$ cat src/rtl/dr_alm_pipe.sv
// dr_alm_pipe: 3-stage pipelined dynamic-range approximate log multiplier.
// Valid/ready handshake; the whole pipe advances when o_ready is high.
// Truncation width t and signedness are captured per transaction.
// Optional build macro: DR_ALM_APPROX_SIGN_EN selects one's-complement
// sign handling (cheaper, approximate) in signed mode.
module dr_alm_pipe #(
  parameter int DWIDTH    = 16,
  parameter int TRUNC_MAX = 8,
  parameter int TW        = $clog2(TRUNC_MAX + 1)
) (
  input  logic                  i_clk,
  input  logic                  i_rst_n,
  input  logic                  i_valid,
  output logic                  o_ready,
  input  logic [DWIDTH-1:0]     i_a,
  input  logic [DWIDTH-1:0]     i_b,
  input  logic                  i_signed,
  input  logic [TW-1:0]         i_trunc,
  output logic                  o_valid,
  input  logic                  i_ready,
  output logic [2*DWIDTH-1:0]   o_z,
  output logic                  o_busy
);

  localparam int ZW = 2 * DWIDTH;
  localparam int KW = $clog2(2 * DWIDTH);
  localparam int LW = $clog2(DWIDTH);
  localparam int SW = TRUNC_MAX + 1;

  // Position of the leading one; an all-zero value reports 0.
  function automatic logic [LW-1:0] f_lead(input logic [DWIDTH-1:0] v);
    f_lead = '0;
    for (int i = 0; i < DWIDTH; i++)
      if (v[i]) f_lead = LW'(i);
  endfunction

  // Top t-1 fraction bits plus a trailing 1, left-aligned in TRUNC_MAX bits.
  function automatic logic [TRUNC_MAX-1:0] f_xt(input logic [DWIDTH-1:0] v,
                                                input logic [LW-1:0]     k,
                                                input logic [TW-1:0]     t);
    logic [DWIDTH-1:0]    norm;
    logic [TRUNC_MAX-1:0] fld;
    logic [TW-1:0]        pos;
    norm = v << (LW'(DWIDTH - 1) - k);
    pos  = TW'(TRUNC_MAX) - t;
    fld  = '0;
    for (int i = 1; i < TRUNC_MAX; i++)
      if (i > TRUNC_MAX - int'(t)) fld[i] = norm[DWIDTH-1-TRUNC_MAX+i];
    fld = fld | (TRUNC_MAX'(1) << pos);
    return fld;
  endfunction

  logic                 r_s1_v, r_s2_v, r_s3_v;
  logic [DWIDTH-1:0]    r_s1_abs_a, r_s1_abs_b;
  logic                 r_s1_zero, r_s1_sz;
  logic [TW-1:0]        r_s1_t;
  logic [TRUNC_MAX-1:0] r_s2_frac;
  logic [KW-1:0]        r_s2_k;
  logic                 r_s2_zero, r_s2_sz;
  logic [ZW-1:0]        r_z;

  logic                 w_adv;
  logic [TW-1:0]        w_t_eff;
  logic                 w_sign_a, w_sign_b;
  logic [DWIDTH-1:0]    w_abs_a, w_abs_b;
  logic [LW-1:0]        w_ka, w_kb;
  logic [TRUNC_MAX-1:0] w_xa, w_xb;
  logic [SW-1:0]        w_sum;
  logic [KW-1:0]        w_k;
  logic [ZW-1:0]        w_m, w_mag, w_z;

  assign o_ready = i_ready | ~r_s3_v;
  assign w_adv   = o_ready;
  assign o_valid = r_s3_v;
  assign o_z     = r_z;
  assign o_busy  = r_s1_v | r_s2_v | r_s3_v;

  // S1 combinational: clamp t, take magnitudes.
  always_comb begin
    w_t_eff = i_trunc;
    if (i_trunc < TW'(2))              w_t_eff = TW'(2);
    else if (i_trunc > TW'(TRUNC_MAX)) w_t_eff = TW'(TRUNC_MAX);
    w_sign_a = i_signed & i_a[DWIDTH-1];
    w_sign_b = i_signed & i_b[DWIDTH-1];
`ifdef DR_ALM_APPROX_SIGN_EN
    w_abs_a = w_sign_a ? ~i_a : i_a;
    w_abs_b = w_sign_b ? ~i_b : i_b;
`else
    w_abs_a = w_sign_a ? (~i_a + DWIDTH'(1)) : i_a;
    w_abs_b = w_sign_b ? (~i_b + DWIDTH'(1)) : i_b;
`endif
  end

  // S2 combinational: leading-one detect, truncated mantissas, log-domain add.
  always_comb begin
    w_ka  = f_lead(r_s1_abs_a);
    w_kb  = f_lead(r_s1_abs_b);
    w_xa  = f_xt(r_s1_abs_a, w_ka, r_s1_t);
    w_xb  = f_xt(r_s1_abs_b, w_kb, r_s1_t);
    w_sum = {1'b0, w_xa} + {1'b0, w_xb} + (SW'(1) << (TW'(TRUNC_MAX) - r_s1_t));
    w_k   = KW'(w_ka) + KW'(w_kb) + KW'(w_sum[TRUNC_MAX]);
  end

  // S3 combinational: antilog. Fraction is left-aligned, so shift against TRUNC_MAX.
  always_comb begin
    w_m = ZW'({1'b1, r_s2_frac});
    if (r_s2_k >= KW'(TRUNC_MAX)) w_mag = w_m << (r_s2_k - KW'(TRUNC_MAX));
    else                          w_mag = w_m >> (KW'(TRUNC_MAX) - r_s2_k);
    w_z = w_mag;
`ifdef DR_ALM_APPROX_SIGN_EN
    if (r_s2_sz) w_z = ~w_mag;
`else
    if (r_s2_sz) w_z = ~w_mag + ZW'(1);
`endif
    if (r_s2_zero) w_z = '0;
  end

  // Pipeline registers; every stage moves together whenever the output can drain.
  always_ff @(posedge i_clk or negedge i_rst_n) begin
    if (!i_rst_n) begin
      r_s1_v     <= 1'b0;
      r_s2_v     <= 1'b0;
      r_s3_v     <= 1'b0;
      r_s1_abs_a <= '0;
      r_s1_abs_b <= '0;
      r_s1_zero  <= 1'b0;
      r_s1_sz    <= 1'b0;
      r_s1_t     <= TW'(2);
      r_s2_frac  <= '0;
      r_s2_k     <= '0;
      r_s2_zero  <= 1'b0;
      r_s2_sz    <= 1'b0;
      r_z        <= '0;
    end else if (w_adv) begin
      r_s1_v     <= i_valid;
      r_s1_abs_a <= w_abs_a;
      r_s1_abs_b <= w_abs_b;
      r_s1_zero  <= (i_a == '0) || (i_b == '0);
      r_s1_sz    <= w_sign_a ^ w_sign_b;
      r_s1_t     <= w_t_eff;
      r_s2_v     <= r_s1_v;
      r_s2_frac  <= w_sum[TRUNC_MAX-1:0];
      r_s2_k     <= w_k;
      r_s2_zero  <= r_s1_zero;
      r_s2_sz    <= r_s1_sz;
      r_s3_v     <= r_s2_v;
      r_z        <= w_z;
    end
  end

endmodule
$ cat config.mk
export PLATFORM = sky130hd
export DESIGN_NAME = dr_alm_pipe
export DESIGN_NICKNAME = d
export VERILOG_FILES = /design/src/rtl/dr_alm_pipe.sv
export SDC_FILE = /design/constraint.sdc
export NUM_CORES = 1
export LEC_CHECK = 0
export ABC_CLOCK_PERIOD_IN_PS = 8300
export BUFFER_PORTS_ARGS = -buffer_cell sky130_fd_sc_hd__buf_4
export CAP_MARGIN = 40
export CORE_UTILIZATION = 60
export DETAILED_ROUTE_END_ITERATION = 10
export MAX_ROUTING_LAYER = met4
export PLACE_DENSITY = 0.79
export SLEW_MARGIN = 15
export SYNTH_ARGS = -nofsm -noshare
export SYNTH_HDL_FRONTEND = slang
export SYNTH_SLANG_ARGS = --single-unit
$ cat constraint.sdc
create_clock -name i_clk -period 8.3 [get_ports i_clk]
set_input_delay 0.415 -clock i_clk [delete_from_list [all_inputs] [get_ports i_clk]]
set_output_delay 0.415 -clock i_clk [all_outputs]
set_load 0.01 [all_outputs]
## Word-level counts from Yosys, hierarchy flattened

Index checks and enable logic that the tools add are counted.

- Register bits after elaboration: 88
- Word-level logic and storage cells: 108
- Output and inout port bits: 35
- Bits of input ports: 41

- Bitwise operators: 12
- $add $sub $neg: 13
- $lt $le $gt $ge: 10
- Shift-type cells: 6
- Mux-type cells: 51
- Reductions and logical operators: 3

Operators by type and width:

| cell | number |
|---|---|
| $mux 4 | 30 |
| $mux 32 | 3 |
| $add 16x1->16 const B | 2 |
| $add 32x1->32 const B | 1 |
| $logic_not 16->1 | 2 |
| $mux 16 | 2 |
| $not 16->16 | 2 |
| $not 32->32 | 1 |
| $shl 16x4->15 | 2 |
| $shl 9x5->32 | 1 |
| $shr 9x5->32 | 1 |
| $gt 4x5->1 const A | 4 |
| $mux 1 | 16 |
| $or 8x8->8 | 2 |
| $sub 4x4->4 const A | 3 |
| $gt 3x5->1 const A | 2 |
| $add 8x8->9 | 1 |
| $add 9x9->9 | 1 |
| $shl 1x4->9 const A | 1 |
| $shl 1x4->8 const A | 1 |
| $add 4x4->5 | 1 |
| $add 5x1->5 | 1 |
| $ge 5x4->1 const B | 1 |
| $gt 2x5->1 const A | 1 |
| 10 further kinds | 13 |

## Longest topological paths before layout

Gate-level depths: netlist of run 1.

- Depth in word-level cells: 22
- Mapped depth: 27
- Gate-level depth less buffers: 25

## Worst setup path after synthesis of run 1

Ideal clock, no wire load.

- Path kind: flip-flop to flip-flop
- Start: register r_s1_abs_a[11]
- End: register r_s2_k[4]
- Stages on the path, launching flop included: 26
- Data arrival time: 5.588 ns
- Slack: 2.579 ns
- Cell sequence: dfrtp_1 -> nand2b_1 -> a21o_1 -> a21oi_1 -> a21o_1 -> clkbuf_1 -> inv_1 -> clkbuf_1 -> mux2i_1 -> o21ai_0 -> a211o_1 -> a21o_1 -> fa_1 -> ha_1 -> a21o_1 -> a21oi_1 -> o21bai_1 -> a21oi_1 -> o21bai_1 -> a21oi_1 -> xnor2_1 -> fa_1 -> fa_1 -> a21o_1 -> a211oi_1 -> a21oi_1

- Cells in the longest elaborated chain, start to end: 12
- Elaborated cells on any way between the ends: 19
- Those cells by class: add/sub (5); shift (1); mux (12); bitwise (1)

RTL lines:

| item | line | RTL |
|---|---|---|
| from (decl) | 54 | `logic [DWIDTH-1:0] r_s1_abs_a, r_s1_abs_b;` |
| from (signal assigned) | 136 | `r_s1_abs_a <= w_abs_a;` |
| $mux 4 (5 in a row) | 34 | `if (v[i]) f_lead = LW'(i);` |
| $sub 4x4->4 | 44 | `norm = v << (LW'(DWIDTH - 1) - k);` |
| $shl 16x4->15 | 44 |  |
| $mux 1 | 48 | `if (i > TRUNC_MAX - int'(t)) fld[i] = norm[DWIDTH-1-TRUNC_MAX+i];` |
| $or 8x8->8 | 49 | `fld = fld \| (TRUNC_MAX'(1) << pos);` |
| $add 8x8->9 | 100 | `w_sum = {1'b0, w_xa} + {1'b0, w_xb} + (SW'(1) << (TW'(TRUNC_MAX) - r_s1_t));` |
| $add 9x9->9 | 100 |  |
| $add 5x1->5 (*) | 101 | `w_k = KW'(w_ka) + KW'(w_kb) + KW'(w_sum[TRUNC_MAX]);` |
| to (signal assigned) | 143 | `r_s2_k <= w_k;` |
| to (decl) | 58 | `logic [KW-1:0] r_s2_k;` |

Mark *: on every way between the ends. The rest lies on a longest branch, timed or not.
A chain may end at the register's enable or synchronous reset.

## Worst setup path after layout of run 1

- Start: register r_s1_abs_a[4]
- End: register r_s2_k[4]

- Cells in the longest elaborated chain, start to end: 19
- Elaborated cells on any way between the ends: 26
- Those cells by class: add/sub (5); shift (1); mux (19); bitwise (1)

RTL lines:

| item | line |
|---|---|
| $mux 4 (12 in a row) | 34 |
| $sub 4x4->4 | 44 |
| $shl 16x4->15 | 44 |
| $mux 1 | 48 |
| $or 8x8->8 | 49 |
| $add 8x8->9 | 100 |
| $add 9x9->9 | 100 |
| $add 5x1->5 (*) | 101 |

Marks and branches as above.

==> qor.csv, run 1 <==
metric,value,unit
status,finished clean,
io_buffers,75,
avgSynthCellArea,7.71,sq um
critPathTopFamily,compound AO/OA/AOI/OAI gates,
chipWidth,120,microns
yosysTopAreaCell,dfrtp_1,
synth-edff-count,0,
final_util,0.686,
drtIter0Drc,856,
wl_per_cell,18.1,microns
period_minus_slack,6.28,ns
vdd_drop_max,0.248,mV
synth_seq_cells,88,
rsz0062_at_grt,false,
globalplace.congestion,0.981,
final.period_utilization,0.757,
cts_buffer_depth,2,
dieArea,0.0144,sq mm
rows,42,
crit_top_cell,a21oi_1,
use_met2,0.478,
cts_resized,0,
dp_hpwl,17600,microns
final_common_cell,nand2_1,
tritoncts,built,
ant_nets,0,
die_h,120,microns
criticalPathCategory,flop to flop,
grt_antenna_before_repair,1,
cp_slowest_cell,fa_1,
hold_viol,0,
synth_ff_type,dfrtp_1,
grt_max_degree,68,
start_util,0.623,
nets,1184,
first_pass_iters,7,
crit_arrival,6.51,ns
drive_gt1_frac,0.123,
yosysWarnings,0,
cts_inserted_buffers,9,
drc,0,
clkSinkCount,88,
post-cts-setup-buffer-count,0,
use_met3,0.0759,
finalWirelength,23400,microns
clk_latency,0.35,ns
grt.total_usage,0.348,
vias_per_cell,6.49,
drv_slew,0,
synth_nets,1159,
grt_overflow,0,
startpoint_type,flop,
globalRouteMet1Util,0.517,
path_max_fanout,18,
synth_area_leaders,"dfrtp_1 (26%), nand2_1 (6.9%), o21ai_0 (6.7%)",
path_buf_inv,2,
max_stage_delay,0.48,ns
hp-class,input pin to async pin,
pin_count,76,
layout_common_cells,"nand2_1 (155), o21ai_0 (112), nor2_1 (97)",
finalSetupViolations,0,
finalSetupTns,0,ns
coreArea,0.0135,sq mm
synth_cells,1087,
cts_root_buf,clkbuf_16,
relSlewSlack,0.415,
ys_types,84,
powerDensity,429,mW/mm^2
clk_pin_slew,0.07,ns
synth-async-reset-ratio,1.00,
grt_busiest_layer,met1,
grt_pass1_vias,7767,
endpoint_kind,flop,
grt_pass1_wl,39000,microns
cts_htree_levels,3,
critPathRequiredTime,8.53,ns
area_growth,10.0,%
max_freq,159,MHz
max_cap_viol_count,0,
synth.yosys.seq_area_share,0.263,
vias,8400,
cts-hold-fix-buffers,0,
skew,0.00766,ns
syn-cell-area,0.00838,sq mm
worstMarginPinSlew,0.878,ns
yosysTopAreaCellShare,0.260,
p_leak,0.00401,uW
## where the power goes
part	switching, uW	total (uW)	internal (uW)
clock network	185	388	203
registers	231	803	572
logic	1650	2770	1120
total	2070	3960	1890
## worst paths after layout
check,cells past startpoint,endpoint,slack [ns],start
setup / recovery,25,r_s2_k[4]$_DFFE_PN0P_,2.02,r_s1_abs_a[4]$_DFFE_PN0P_
hold reg to reg,2,o_z[27]$_DFFE_PN0P_,0.49,o_z[27]$_DFFE_PN0P_
setup reg to reg,25,r_s2_k[4]$_DFFE_PN0P_,2.02,r_s1_abs_a[4]$_DFFE_PN0P_
max in group asynchronous,2,r_s1_abs_b[2]$_DFFE_PN0P_,7.26,i_rst_n
min in group i_clk,3,r_s1_v$_DFFE_PN0P_,0.26,i_valid
hold / removal,1,r_s1_t[0]$_DFFE_PN0P_,0.03,i_rst_n
## sequential cells by signal (all words and copies together) (netlist names), 4 cells and up
register	flops
o_z	32
r_s1_abs_a	16
r_s1_abs_b	16
r_s1_t	4
r_s2_frac	8
r_s2_k	5
## through the flow
stage / cell area (sq um) / hold WS, ns / instances / setup WS [ns] / total power (uW)
final: 9230 / 0.0265 / 1294 / 2.02 / 3960
after global routing: 9230 / 0.0766 / 1294 / 1.49 / 4260
after CTS: 9220 / 0.0455 / 1293 / 2.02 / 3880
after detailed placement: 8950 / 0.419 / 1277 / 2.07 / 3470
after global placement: 8950 / 0.414 / 1276 / 1.83 / 3440
after floorplan: 8380 / 0.119 / 1087 / 2.58 / 2830
## routing by layer
metal,routed length [microns],vias to the layer above
met2,9780,383
met1,11100,3997
met4,360,0
li1,-,3973
met5,0,-
met3,2210,47
## kinds of logic (layout without fill, tap and decap cells)
family / Yosys count / count (layout) / synth area share
fa+ha+maj: 31 / 31 / 0.0507
buf+inv: 112 / 142 / 0.0531
simple gates: 400 / 400 / 0.224
xor+xnor: 72 / 72 / 0.0752
compound gates: 321 / 321 / 0.249
mux: 63 / 63 / 0.0846
other cells: 0 / 1 / 0
flops: 88 / 88 / 0.263
## synth_stat cells (all sizes together) (7+ instances only)
library cell and instances:
nor4 15, nand3b 7, clkbuf 57, o21ai 114, a21o 16, nand3 25
nand2b 19, mux2i 42, nor2 97, a22oi 7, o22ai 11, o221ai 7
a211oi 7, xnor2 47, ha 26, a221oi 9, inv 38, nand2 155
a31oi 8, buf 13, mux2 17, a21boi 7, nor3 20, o31ai 11
xor2 25, nand4 9, dfrtp 87, a21oi 53, nor2b 12
## layout make-up
cell class,instances,area (sq um)
antenna,1,2.50
fill,1193,4230
tap,176,220
multi-input combinational,887,5740
inverter,42,158
timing repair buffer,84,628
sequential,88,2200
clock inverter,7,46.3
clock buffer,9,225
Note: power is estimated with default switching activity, not from simulation.
==> run 2, diff against run 1 <==
--- a/config.mk
+++ b/config.mk
@@ -5,7 +5,7 @@
 export SDC_FILE = /design/constraint.sdc
 export NUM_CORES = 1
 export LEC_CHECK = 0
-export ABC_CLOCK_PERIOD_IN_PS = 8300
+export ABC_CLOCK_PERIOD_IN_PS = 6400
 export BUFFER_PORTS_ARGS = -buffer_cell sky130_fd_sc_hd__buf_4
 export CAP_MARGIN = 40
 export CORE_UTILIZATION = 60
==> constraint.sdc (replaced) <==
create_clock -name i_clk -period 6.4 [get_ports i_clk]
set_input_delay 0.32 -clock i_clk [delete_from_list [all_inputs] [get_ports i_clk]]
set_output_delay 0.32 -clock i_clk [all_outputs]
set_load 0.01 [all_outputs]
==> run 2 against run 1 <==
Routed wire length is 0.19% higher. Hold slack better by 0.13 ns. Sequential cell count stayed put. Sequential share of layout area is 0.27 points lower. Final cell count is 0.54% higher. Count of clock-buffer cells in the layout stayed put. Power is 31% higher. Via count is 0.30% higher. Clock skew is 0.0052 ns higher. Critical path type unchanged. Highest routed layer unchanged.
==> qor.csv, run 2 (synthesis gave the netlist of run 1 again) <==
metric,value,unit,change
whs_path_depth,3,,
criticalPathCategory,flop to flop,,unchanged
tritoncts,built,,unchanged
p_leak,0.00406,uW,was 0.00401 uW
max_stage_delay,0.47,ns,was 0.48 ns
vias_per_cell,6.48,,was 6.49
start_util,0.623,,unchanged
cts_htree_levels,3,,unchanged
post-cts-setup-buffer-count,0,,unchanged
nFillCells,1184,,was 1193
finalPower,5200,uW,was 3960 uW
finalWirelength,23500,microns,was 23400 microns
hp-start,i_valid,,
path_max_fanout,11,,was 18
layout_common_cells,"nand2_1 (155), o21ai_0 (112), nor2_1 (97)",,unchanged
area_growth,11.3,%,was 10.0%
period_minus_slack,6.07,ns,was 6.28 ns
worstPathCellList,nand2b_1 -> a21o_1 -> a21oi_1 -> a21o_1 -> inv_1 -> mux2i_1 -> o22ai_1 -> a211o_1 -> a21o_1 -> fa_1 -> ha_1 -> a21o_1 -> a21oi_1 -> o21bai_1 -> a21oi_1 -> o21bai_1 -> a21oi_1 -> xnor2_1 -> fa_1 -> fa_1 -> a21o_1 -> a211oi_1 -> a21oi_1,,
first_pass_iters,5,,was 7
r2r_start,r_s1_abs_a[11]$_DFFE_PN0P_,,was r_s1_abs_a[4]$_DFFE_PN0P_
clk_latency,0.36,ns,was 0.35 ns
io_buffers,75,,unchanged
multi_input_area,0.00574,sq mm,about the same
crit_arrival,6.30,ns,was 6.51 ns
cp.depth,23,,was 25
wl_per_cell,18.1,microns,about the same
clkSinkCount,88,,unchanged
diodes,0,,was 1
grt_max_degree,82,,was 68
drive_gt1_frac,0.128,,was 0.123
vdd_drop_max,0.316,mV,was 0.248 mV
regArea,0.00220,sq mm,unchanged
rrSetupSlack,0.33,ns,was 2.02 ns
coreArea,0.0135,sq mm,unchanged
finalSetupTns,0,ns,unchanged
endpoint_kind,flop,,unchanged
hp-class,input pin to flop,,was input pin to async pin
finalSetupViolations,0,,unchanged
skew,0.0129,ns,was 0.00766 ns
hold_viol,0,,unchanged
worstMarginPinSlew,0.887,ns,was 0.878 ns
final_common_cell,nand2_1,,unchanged
grt_pass1_vias,7649,,was 7767
die_h,120,microns,unchanged
relSlewSlack,0.403,,was 0.415
cts_root_buf,clkbuf_16,,unchanged
dp_hpwl,17700,microns,was 17600 microns
grt.total_usage,0.350,,was 0.348
grt_pass1_wl,39000,microns,about the same
drc,0,,unchanged
nets,1192,,was 1184
grt_overflow,0,,unchanged
powerDensity,558,mW/mm^2,was 429 mW/mm^2
clk_pin_slew,0.07,ns,about the same
max_cap_viol_count,0,,unchanged
critPathRequiredTime,6.62,ns,was 8.53 ns
final.period_utilization,0.949,,was 0.757
drtIter0Drc,759,,was 856
critPathTopFamily,compound AO/OA/AOI/OAI gates,,unchanged
ant_nets,0,,unchanged
pin_count,76,,unchanged
final_util,0.694,,was 0.686
rsz0062_at_grt,false,,unchanged
startpoint_type,flop,,unchanged
chipWidth,120,microns,unchanged
globalplace.congestion,1.02,,was 0.981
cp_slowest_cell,fa_1,,unchanged
status,finished clean,,unchanged
grt_antenna_before_repair,0,,was 1
largest_reg_flops,32,,unchanged
cts_buffer_depth,2,,unchanged
r2r_cells,23,,was 25
max_freq,165,MHz,was 159 MHz
path_buf_inv,1,,was 2
drv_slew,0,,unchanged
rows,42,,unchanged
cts_inserted_buffers,9,,unchanged
timing.rr.end,r_s2_k[4]$_DFFE_PN0P_,,unchanged
whs_endpoint,r_s1_v$_DFFE_PN0P_,,
vias,8425,,was 8400
dieArea,0.0144,sq mm,unchanged
==> run 2: timing repair <==
item	4_1_cts	5_1_grt
resized for setup	0	1
hold buffers	1	0
endpoints found under the setup margin	0	1
hold endpoints to repair	38	0
==> run 2: routing by layer <==
metal	track usage	vias to the layer above	routed length, microns
met3	0.0627	31	2030
met1	0.525	4034	11400
met4	0.0938	0	333
met2	0.481	367	9770
met5	-	-	0
li1	-	3993	-
==> run 2: final cells by class <==
cell class,instances,share of cell area
flip-flops and latches,88,0.236
inverters,42,0.0169
clock inverters,7,0.00737
well taps,176,0.0236
clock buffers,9,0.0241
multi-input cells,887,0.615
repair buffers,92,0.0764
==> run 2: how the worst max path moves through the flow <==
stage	start	end	slack [ns]
after floorplan	r_s1_abs_a[11]$_DFFE_PN0P_	r_s2_k[4]$_DFFE_PN0P_	0.68
after global placement	r_s1_abs_a[14]$_DFFE_PN0P_	r_s2_k[4]$_DFFE_PN0P_	0.66
after detailed placement	r_s1_abs_a[11]$_DFFE_PN0P_	r_s2_k[4]$_DFFE_PN0P_	0.46
after CTS	r_s1_abs_a[11]$_DFFE_PN0P_	r_s2_k[4]$_DFFE_PN0P_	0.41
after global routing	r_s1_abs_a[11]$_DFFE_PN0P_	r_s2_k[4]$_DFFE_PN0P_	0.01
final	r_s1_abs_a[11]$_DFFE_PN0P_	r_s2_k[4]$_DFFE_PN0P_	0.33
==> run 2: tightest hold or removal path: stages <==
cell	delay (ns)
buf_4	0.08
nand2_1	0.04
nand2_1	0.05
==> run 2: per-stage QoR <==
step | instances | setup WS [ns] | instance area [sq um] | hold WS [ns]
final | 1301 | 0.329 | 9330 | 0.161
after global routing | 1301 | 0.00994 | 9330 | 0.177
after CTS | 1301 | 0.411 | 9330 | 0.155
after detailed placement | 1284 | 0.463 | 9030 | 0.351
after global placement | 1283 | 0.661 | 9000 | 0.340
after floorplan | 1087 | 0.679 | 8380 | 0.0244
==> run 2: where the power goes <==
group / switching [uW] / total [uW] / internal (uW)
combinational: 2190 / 3670 / 1480
clock: 257 / 531 / 274
sequential: 263 / 1000 / 742
total: 2710 / 5200 / 2490
